===== config.mk =====
export PLATFORM = sky130hd
export DESIGN_NAME = serial_adder
export DESIGN_NICKNAME = d
export VERILOG_FILES = /design/src/rtl/serial_adder_pkg.sv /design/src/rtl/serial_adder_full_adder.sv /design/src/rtl/serial_adder.sv
export SDC_FILE = /design/constraint.sdc
export NUM_CORES = 1
export LEC_CHECK = 0
export CAP_MARGIN = 20
export CORE_ASPECT_RATIO = 1.25
export CORE_MARGIN = 2
export CORE_UTILIZATION = 40
export DETAILED_ROUTE_END_ITERATION = 10
export HOLD_SLACK_MARGIN = 0.15
export PLACE_DENSITY = 0.66
export SYNTH_ARGS = -nofsm -noshare
export SYNTH_HDL_FRONTEND = slang
export SYNTH_SLANG_ARGS = --single-unit

===== constraint.sdc =====
create_clock -name clk -period 1.6 [get_ports clk]
set_input_delay 0.16 -clock clk [delete_from_list [all_inputs] [get_ports clk]]
set_output_delay 0.16 -clock clk [all_outputs]
set_load 0.01 [all_outputs]

===== src/rtl/serial_adder_pkg.sv =====
// Shared types and defaults for the bit-serial adder.
//   sa_state_t    : controller states (IDLE, SHIFT, DONE)
//   SA_WIDTH      : default operand/result width
package serial_adder_pkg;

  typedef enum logic [1:0] {
    IDLE  = 2'd0,
    SHIFT = 2'd1,
    DONE  = 2'd2
  } sa_state_t;

  localparam int SA_WIDTH = 8;

endpackage


===== src/rtl/serial_adder_full_adder.sv =====
// 1-bit full-adder cell: the only arithmetic element of the serial adder.
//   a, b : operand bits
//   c    : carry in
//   s    : sum bit
//   co   : carry out
module full_adder
  import serial_adder_pkg::*;
(
  input  logic a,
  input  logic b,
  input  logic c,
  output logic s,
  output logic co
);

  logic p;

  assign p  = a ^ b;
  assign s  = p ^ c;
  assign co = (a & b) | (c & p);

endmodule


===== src/rtl/serial_adder.sv =====
// Bit-serial ripple adder. Loads two WIDTH-bit operands and a carry-in on an
// accepted start, pushes them LSB-first through one full-adder cell over
// WIDTH cycles, then registers sum/cout and pulses done for one cycle.
//   clk, rst : clock, synchronous active-high reset
//   start    : load request, honoured in IDLE and DONE only
//   a, b, cin: operands, captured on an accepted start
//   busy     : high while bits are being processed
//   done     : one-cycle pulse, sum/cout valid
//   sum, cout: registered result, held until the next completion
module serial_adder
  import serial_adder_pkg::*;
#(
  parameter int WIDTH = SA_WIDTH
) (
  input  logic             clk,
  input  logic             rst,
  input  logic             start,
  input  logic [WIDTH-1:0] a,
  input  logic [WIDTH-1:0] b,
  input  logic             cin,
  output logic             busy,
  output logic             done,
  output logic [WIDTH-1:0] sum,
  output logic             cout
);

  localparam int                CNT_W    = $clog2(WIDTH);
  localparam logic [CNT_W-1:0]  CNT_LAST = CNT_W'(WIDTH - 1);

  sa_state_t        state, state_nxt;
  logic [WIDTH-1:0] a_sr, b_sr, acc;
  logic             c_reg;
  logic [CNT_W-1:0] cnt;
  logic             cell_s, cell_co;
  logic             load, shift_en, last;

  full_adder u_cell (
    .a  (a_sr[0]),
    .b  (b_sr[0]),
    .c  (c_reg),
    .s  (cell_s),
    .co (cell_co)
  );

  always_ff @(posedge clk) begin
    if (rst) state <= IDLE;
    else     state <= state_nxt;
  end

  always_comb begin
    state_nxt = state;
    load      = 1'b0;
    shift_en  = 1'b0;
    last      = 1'b0;
    case (state)
      IDLE: begin
        if (start) begin
          load      = 1'b1;
          state_nxt = SHIFT;
        end
      end
      SHIFT: begin
        shift_en = 1'b1;
        if (cnt == CNT_LAST) begin
          last      = 1'b1;
          state_nxt = DONE;
        end
      end
      DONE: begin
        // A start here chains straight into the next addition with no bubble.
        if (start) begin
          load      = 1'b1;
          state_nxt = SHIFT;
        end else begin
          state_nxt = IDLE;
        end
      end
      default: state_nxt = IDLE;
    endcase
  end

  // Status outputs are decoded from the state register only, so they cannot glitch.
  assign busy = (state == SHIFT);
  assign done = (state == DONE);

  always_ff @(posedge clk) begin
    if (rst) begin
      a_sr  <= '0;
      b_sr  <= '0;
      acc   <= '0;
      c_reg <= 1'b0;
      cnt   <= '0;
      sum   <= '0;
      cout  <= 1'b0;
    end else begin
      if (load) begin
        a_sr  <= a;
        b_sr  <= b;
        c_reg <= cin;
        acc   <= '0;
        cnt   <= '0;
      end else if (shift_en) begin
        a_sr  <= a_sr >> 1;
        b_sr  <= b_sr >> 1;
        acc   <= {cell_s, acc[WIDTH-1:1]};
        c_reg <= cell_co;
        cnt   <= cnt + CNT_W'(1);
      end
      // The last cell output goes straight into the result, bypassing acc.
      if (last) begin
        sum  <= {cell_s, acc[WIDTH-1:1]};
        cout <= cell_co;
      end
    end
  end

endmodule

# --- Yosys cells after proc, flatten, opt, wreduce, memory -nomap -nowiden ---
# Index checks and enable logic that the tools add are counted.
totals:
  reg_bits: 39
  inputBits: 20
  output_inout_bits: 11
  elab_cells: 39
classes:
  addsub: 1
  n_eq_ne: 5
  n_mux: 15
  bitwise: 5
  reduce_logical: 5
ops:
  columns: ["operator", "n"]
  rows:
  - ["8-bit two-way mux", 4]
  - ["1-bit two-way mux", 8]
  - ["2-bit case mux with 3 select lines", 1]
  - ["2-bit two-way mux", 2]
  - ["2-bit OR reduction", 2]
  - ["3-bit by 1-bit adder with 3-bit output, second input constant", 1]
  - ["3-bit == test, second input constant", 1]
  - ["1-bit bitwise AND", 2]
  - ["2-bit by 1-bit == test with 1-bit output, second input constant", 1]
  - ["2-bit == test, second input constant", 1]
  - ["2-bit zero test", 1]
  - ["2-bit by 1-bit inequality test with 1-bit output, second input constant", 1]
  - ["2-bit inequality test, second input constant", 1]
  - ["2-bit AND reduction", 1]
  - ["2-bit nonzero test", 1]
  - ["1-bit bitwise XOR", 2]
  - ["1-bit OR", 1]

# --- Logic depth before layout (Yosys ltp) ---
# Gate-level depths: netlist of run 1.
logic_depth:
  word_depth: 5
  ltp_mapped: 6
  ltp_nobuf: 5

# --- Hierarchy ---
# A second synthesis of run 1 with hierarchy kept.
hier_totals:
  hier_cells: 176
  hier_area_um2: 1529.0
modules_own_cells:
  columns: ["module", "n_inst", "cells_per_inst", "area_each_um2", "seq_area_each_um2"]
  rows:
  - ["serial_adder", 1, 175, 1508.9, 760.7]
  - ["full_adder", 1, 1, 20.0, 0.0]

# --- Worst setup path before layout of run 1 ---
# Ideal clock, no wire load.
synth_path:
  path_type: "register to register"
  start: "register cnt[0]"
  end: "register cout"
  setup_ns: 0.071
  t_arrival_ns: 1.099
  t_required_ns: 1.529
  setup_slack_ns: 0.430
  stages_incl_launch_ff: 6
  n_path_buf: 0
  synth_period_minus_slack_ns: 1.170
  cell_sequence: "dfxtp_1 ha_1 ha_1 nand3b_1 nand2_1 a21oi_1"
synth_via:
  elab_chain_cells: 3
synth_rtl:
  columns: ["item", "line_no", "rtl"]
  rows:
  - ["start, declared", "serial_adder.sv:33", "logic [CNT_W-1:0] cnt;"]
  - ["start signal, assigned", "serial_adder.sv:107", "cnt <= cnt + CNT_W'(1);"]
  - ["3-bit == test", "serial_adder.sv:64", "if (cnt == CNT_LAST) begin"]
  - ["1-bit two-way mux", "serial_adder.sv:64", null]
  - ["1-bit two-way mux", "serial_adder.sv:55", "case (state)"]
  - ["end signal, assigned", "serial_adder.sv:112", "cout <= cell_co;"]
  - ["end, declared", "serial_adder.sv:24", "output logic cout"]
# No other way between the ends.
# A chain may end at the register's enable or synchronous reset.

# --- Final worst setup path of run 1 ---
layout_path:
  start: "register state[1]"
  end: "output port done"
layout_via:
  elab_chain_cells: 1
layout_rtl:
  columns: ["item", "line_no", "rtl"]
  rows:
  - ["start, declared", "serial_adder.sv:30", "sa_state_t state, state_nxt;"]
  - ["start signal, assigned", "serial_adder.sv:47", "else state <= state_nxt;"]
  - ["2-bit == test", "serial_adder.sv:84", "assign done = (state == DONE);"]
  - ["end, declared", "serial_adder.sv:22", "output logic done,"]
# No other way between the ends.

==> results of run 1 <==
[cell families (layout without fill, tap and decap cells)]
group	count (synthesis)	after routing
DFF	38	38
buffers and inverters	15	45
AOI/OAI and AO/OA	38	38
muxes	1	1
and+or+nand+nor	78	78
xor gates and xnor gates	1	1
adders and majority gates	3	3
[worst min-delay path by stage]
stage | cells after the start | from | end | slack (ps)
global placement | 2 | sum[3] | sum[3] | 440
CTS | 3 | a[7] | a_sr[7] | 420
floorplan | 2 | a[7] | a_sr[7] | 300
global route | 3 | a[7] | a_sr[7] | 470
finish | 3 | a[7] | a_sr[7] | 420
detailed placement | 2 | acc[1] | acc[1] | 450
[cell usage in the layout (no fill, tap or decap)]
| cell type | count |
|---|---|
| and2b_1 | 1 |
| a22oi_1 | 3 |
| xnor2_1 | 1 |
| ha_1 | 2 |
| nand3_1 | 13 |
| nand2b_1 | 2 |
| fa_1 | 1 |
| clkdlybuf4s50_1 | 29 |
| a21oi_1 | 22 |
| dfxtp_1 | 37 |
| mux2i_1 | 1 |
| dfxtp_2 | 1 |
| bufinv_16 | 1 |
| nand2_1 | 34 |
| inv_6 | 1 |
| clkbuf_8 | 6 |
| nand2b_2 | 1 |
| nor3_1 | 19 |
| a311oi_1 | 3 |
| o21a_1 | 1 |
| o22ai_1 | 9 |
| nor2b_1 | 1 |
| nand3b_1 | 1 |
| dlygate4sd2_1 | 1 |
| nor2_1 | 6 |
| buf_4 | 7 |
[power by group through the flow]
stage	clock (mW)	combinational, mW	sequential, mW
after floorplan	0	0.175	1.03
after global placement	0	0.233	1.04
after detailed placement	0	0.238	1.04
after CTS	0.829	0.241	1.02
after global routing	0.876	0.268	1.02
final	0.810	0.238	1.02
[routing by layer]
metal | up-vias | wire length [µm] | part of all wire [%]
met5 | - | 0 | 0
met2 | 31 | 1520 | 50
li1 | 663 | - | -
met1 | 588 | 1300 | 43
met4 | 0 | 38 | 1.3
met3 | 5 | 153 | 5.1
[what timing repair did]
action,CTS,global route
setup buffers,1,0
setup endpoints to repair,1,0
resized for setup,3,0
[worst max-delay path, delay by kind of cell (launching register included)]
kind / cells / cell delay [ps]
buffers and inverters: 1 / 540
flip-flops: 1 / 340
AND/OR/NAND/NOR: 1 / 130
[cell type report]
class / count / share of cell area, %
clock buffers: 6 / 4.29
well taps: 40 / 2.60
repair buffers: 37 / 18.3
multi-input cells: 121 / 33.2
clock inverters: 1 / 1.56
flip-flops and latches: 38 / 39.6
inverters: 1 / 0.455
[stage by stage]
| step | util, % | hold slack [ps] | power, mW |
|---|---|---|---|
| after floorplan | - | 296 | 1.21 |
| after global placement | 48.8 | 441 | 1.27 |
| after detailed placement | 48.8 | 450 | 1.28 |
| after CTS | 52.1 | 416 | 2.09 |
| after global routing | 52.1 | 466 | 2.17 |
| final | 52.1 | 420 | 2.07 |
==> results.yml, run 1 <==
floorplanning:
  die_x_um: 59.0
  core_mm2: 0.00369
  num_rows: 25
  die_area_mm2: 0.00429
  dieHeight_um: 72.7
  start_util_pct: 40.9
  pin_count: 31
setup_path:
  r2r_slack_ps: 210
  critPathKind: "flip-flop to primary output"
  crit_path_start_kind: "flip-flop"
  crit_end: "done"
  cp_slowest_cell: "clkdlybuf4s50_1"
  critPathRequiredTime_ps: 1440
  reg2reg_to: "sum[6]"
  crit_fanout: 3
  arrival_ps: 1280
  critPathLaunch: "state[1]"
  r2r-start: "cnt[0]"
  max_stage_delay_ps: 540
  worst-r2r-cell-count: 5
  cp_cell_sequence: "nor2b_1 > clkdlybuf4s50_1"
  crit_path_end_kind: "primary output"
run_status:
  status: "complete, but fails checks"
  violations: "design-rule violations"
yosys:
  yosysTopAreaCellShare_pct: 50.3
  ys_ff_latch: 38
  ys_types: 24
  synth_top_family_by_area: "simple AND/OR/NAND/NOR gates"
  synth_common_cells: "dfxtp_1, nand2_1, a21oi_1, nor3_1, nand3_1"
  yosys.area_share.simple_pct: 23.2
  synth_edf_count: 0
  syn_area_mm2: 0.00151
  synth_most_common_cell: "dfxtp_1"
  seq_area_frac_synth_pct: 50.3
  synthAdderAreaFrac_pct: 2.98
  synthMuxAreaShare_pct: 0.662
  yosys.area.top_type: "dfxtp_1"
  synth_xor_xnor_area_share_pct: 0.579
  syn_inst: 174
  synth_area_leaders: "dfxtp_1, nand2_1, a21oi_1"
  synth_compound_area_share_pct: 14.7
  ys.warnings.count: 0
  async_flop_share_pct: 0
  syn_avg_cell_area_um2: 8.69
  syn-num-nets: 197
  synth-main-ff-cell: "dfxtp_1"
finish:
  drive_gt1_share_pct: 8.33
  finish.instance_area_mm2: 0.00192
  multiInputGateArea_um2: 639
  n_fill_cell: 345
  reg_top3: "a_sr: 8 flops, b_sr: 8 flops, sum: 8 flops"
  seq_area_um2: 762
  fin_cells: 244
  syn_to_final_growth_pct: 27.3
  antennaDiodeCount: 0
  nets: 227
sta:
  fin_crit_ps: 1440
  setup_viol_count_final: 0
  fin_crit_sh_pct: 90.1
  worst_pin_slew_ps: 415
  rsz0062_at_grt: "no"
  final_hold_viol_count: 0
  max_freq_ghz: 0.694
  finalClockSkew_ps: 5.00
  setup_tns_ps: 0
  slew_headroom_pct: 72.3
  slew_violations: 0
  setup_slack_ps: 158
route:
  postRouteAntennaNets: 0
  vias: 1287
  drc: 2
  viasPerCell: 5.27
  wl_per_cell_um: 12.3
  drt-initial-drc-count: 37
  dr.pass1.iters: 7
  routed_wl_um: 3010
global_route:
  globalRouteMet3Util_pct: 4.08
  grt_max_degree: 29
  grt-busiest-layer: "met2"
  antenna_found_initial: 0
  grtUsageTotal_pct: 16.6
  grt_pass1_vias: 1309
  grt_pass1_wl_um: 5530
  use_met1_pct: 18.0
  grt_use_met2_pct: 30.2
  grt_overflow: 0
placement:
  io_buffers: 30
  dp.cells: 236
  gp_routability_congestion: 0.698
  placed_cell_area_mm2: 0.00180
  pre_cts_slack_ps: 184
  dp_hpwl_um: 2120
clocking:
  tritoncts: "yes"
  clockRootBuffer: "clkbuf_8"
  cts.reportedPaths.clkPinSlew_ps: 70
  clock_latency_ps: 280
  cts_buffer_depth: 2
  ctsHtreeMaxLevel: 2
  tritoncts.num_buffers: 5
  holdBufCountCts: 0
  cts.sinks: 38
power_and_ir_drop:
  seq_power_share_pct: 49.3
  p_leak_nw: 0.681
  p_clk_share_pct: 39.2
  internal-power_mw: 1.61
  power_density_mw_per_mm2: 1070
  ir_worst_vdd_uv: 611
  sw_frac_of_total_pct: 22.3
  pwr-share-comb_pct: 11.5
  power.switching_uw: 460
run:
  max_cap_violations: 0
hold_path:
  hp-class: "primary input to flip-flop"
No activity file was read; power rests on OpenSTA's default activity.
==> inputs of run 2 (changes only) <==
--- a/config.mk
+++ b/config.mk
@@ -8,10 +8,10 @@
 export CAP_MARGIN = 20
 export CORE_ASPECT_RATIO = 1.25
 export CORE_MARGIN = 2
-export CORE_UTILIZATION = 40
+export CORE_UTILIZATION = 30
 export DETAILED_ROUTE_END_ITERATION = 10
 export HOLD_SLACK_MARGIN = 0.15
-export PLACE_DENSITY = 0.66
+export PLACE_DENSITY = 0.64
 export SYNTH_ARGS = -nofsm -noshare
 export SYNTH_HDL_FRONTEND = slang
 export SYNTH_SLANG_ARGS = --single-unit
==> constraint.sdc (replaced) <==
create_clock -name clk -period 1.2 [get_ports clk]
set_input_delay 0.12 -clock clk [delete_from_list [all_inputs] [get_ports clk]]
set_output_delay 0.12 -clock clk [all_outputs]
set_load 0.01 [all_outputs]
==> run 2 against run 1 <==
  * The flow now finishes without violations
  * Register-to-register slack worse by 200 ps
  * Utilization shrank 6.7 points
  * Critical path depth is 3 higher
  * Combinational power rose by 64%
  * Total power up 29%
  * Global-route usage fell by 2.9 points
==> results.yml, run 2 (synthesized netlist as in run 1, its figures left out) <==
run_status:
  status: "finished, final reports clean"
hold_path:
  worst_hold_startpoint: "a[7]"
  min_path_cells: 3
  whs_endpoint: "a_sr[7]"
  hp-class: "primary input to flip-flop"
setup_path:
  max_stage_delay_ps: 370
  worst-r2r-cell-count: 5
  r2r-start: "state[0]"
  cp_slowest_cell: "dfxtp_4"
  crit_fanout: 13
  cp_top_family: "flip-flops"
  crit_path_end_kind: "flip-flop"
  reg2reg_to: "a_sr[4]"
  cp_cell_sequence: "buf_4 > and2b_1 > buf_12 > a22oi_1 > a21oi_1"
  crit_path_start_kind: "flip-flop"
  r2r_slack_ps: 6
  critPathRequiredTime_ps: 1380
  crit_buf_inv: 2
  arrival_ps: 1370
  critPathKind: "flip-flop to flip-flop"
  critPathLaunch: "state[0]"
route:
  postRouteAntennaNets: 0
  vias: 1321
  routed_wl_um: 3420
  drt-initial-drc-count: 30
  drc: 0
  dr.pass1.iters: 4
  wl_per_cell_um: 12.4
  viasPerCell: 4.80
finish:
  nets: 237
  syn_to_final_growth_pct: 44.4
  finalCoreUtilization_pct: 45.5
  drive_gt1_share_pct: 25.6
  n_fill_cell: 464
  multiInputGateArea_um2: 772
  reg_top3: "a_sr: 8 flops, b_sr: 8 flops, sum: 8 flops"
  final_common_cell: "dfxtp_1"
  antennaDiodeCount: 0
  seq_area_um2: 768
  fin_cells: 275
  layout_common_cells: "dfxtp_1, nand2_1, clkdlybuf4s50_1"
sta:
  worst_pin_slew_ps: 246
  fin_crit_sh_pct: 99.5
  rsz0062_at_grt: "yes"
  slew_headroom_pct: 83.6
  whs_ps: 385
  slew_violations: 0
  setup_viol_count_final: 0
  setup_tns_ps: 0
  finalClockSkew_ps: 6.49
  final_hold_viol_count: 0
  max_freq_ghz: 0.837
  fin_crit_ps: 1190
  setup_slack_ps: 5.73
run:
  max_cap_violations: 0
clocking:
  clockRootBuffer: "clkbuf_8"
  cts.reportedPaths.clkPinSlew_ps: 80
  tritoncts: "yes"
  cts_buffer_depth: 2
  holdBufCountCts: 0
  cts.sinks: 38
  clock_latency_ps: 290
  ctsHtreeMaxLevel: 2
  tritoncts.num_buffers: 5
power_and_ir_drop:
  p_leak_nw: 0.798
  power_density_mw_per_mm2: 1220
  ir_worst_vdd_uv: 510
global_route:
  grt_pass1_vias: 1408
  grt_overflow: 0
  antenna_found_initial: 0
  grt_max_degree: 22
  grtUsageTotal_pct: 13.8
  grt_pass1_wl_um: 6020
floorplanning:
  num_rows: 28
  die_area_mm2: 0.00563
  pin_count: 31
  core_mm2: 0.00480
  die_x_um: 67.5
  dieHeight_um: 83.4
  start_util_pct: 31.5
placement:
  gp_routability_congestion: 0.746
  dp.cells: 266
  io_buffers: 30
  pre_cts_slack_ps: -79.6
  dp_hpwl_um: 2310
-- run 2: layout make-up --
class / instances / area share, %
Clock inverter: 2 / 0.573
Clock buffer: 6 / 3.78
Multi-Input combinational cell: 121 / 35.4
Inverter: 1 / 0.401
Sequential cell: 38 / 35.2
Tap cell: 60 / 3.44
Timing Repair Buffer: 47 / 21.2
-- run 2: worst min-delay path, delay by kind of cell --
kind            cells  cell delay (ps)
simple gates        1               60
compound gates      1               50
buf+inv             1              400
-- run 2: metrics by stage --
step                instance area [µm²]  power [mW]
finish                             2180        2.67
global placement                   1950        1.75
floorplan                          1510        1.61
global route                       2180        2.81
detailed placement                 1950        1.76
CTS                                2200        2.68
-- run 2: how the worst max path moves through the flow --
stage	end	slack, ps	cells past startpoint
5_1_grt	sum[6]	-50	6
2_1_floorplan	cout	30	5
3_5_place_dp	a_sr[5]	-80	5
4_1_cts	busy	-30	3
6_report	a_sr[4]	6	5
3_3_place_gp	a_sr[2]	-40	5
-- run 2: layer usage --
metal  share of wire (%)  track usage [%]  up-vias
met5                   0                0        -
met4                 1.9             6.12        0
met3                 3.4             3.66        9
met2                  52             23.9       22
met1                  42             15.1      608
li1                    -                -      682
-- run 2: repair_timing --
action	in CTS	in global routing
cloned	1	0
resized for setup	46	13
pin swaps	20	2
setup endpoints to repair	25	31
setup buffers	2	0
-- run 2: power breakdown --
part,switching [mW],internal (mW),leakage [nW],total [mW]
registers,0.0374,1.32,0.312,1.36
logic,0.183,0.208,0.438,0.391
clock network,0.454,0.462,0.0472,0.916
==> inputs of run 3 (changes only) <==
--- a/config.mk
+++ b/config.mk
@@ -9,6 +9,7 @@
 export CORE_ASPECT_RATIO = 1.25
 export CORE_MARGIN = 2
 export CORE_UTILIZATION = 30
+export CTS_CLUSTER_DIAMETER = 120
 export DETAILED_ROUTE_END_ITERATION = 10
 export HOLD_SLACK_MARGIN = 0.15
 export PLACE_DENSITY = 0.64
==> results of run 3 <==
Final layout, timing and power as in run 2 (identical DEF).
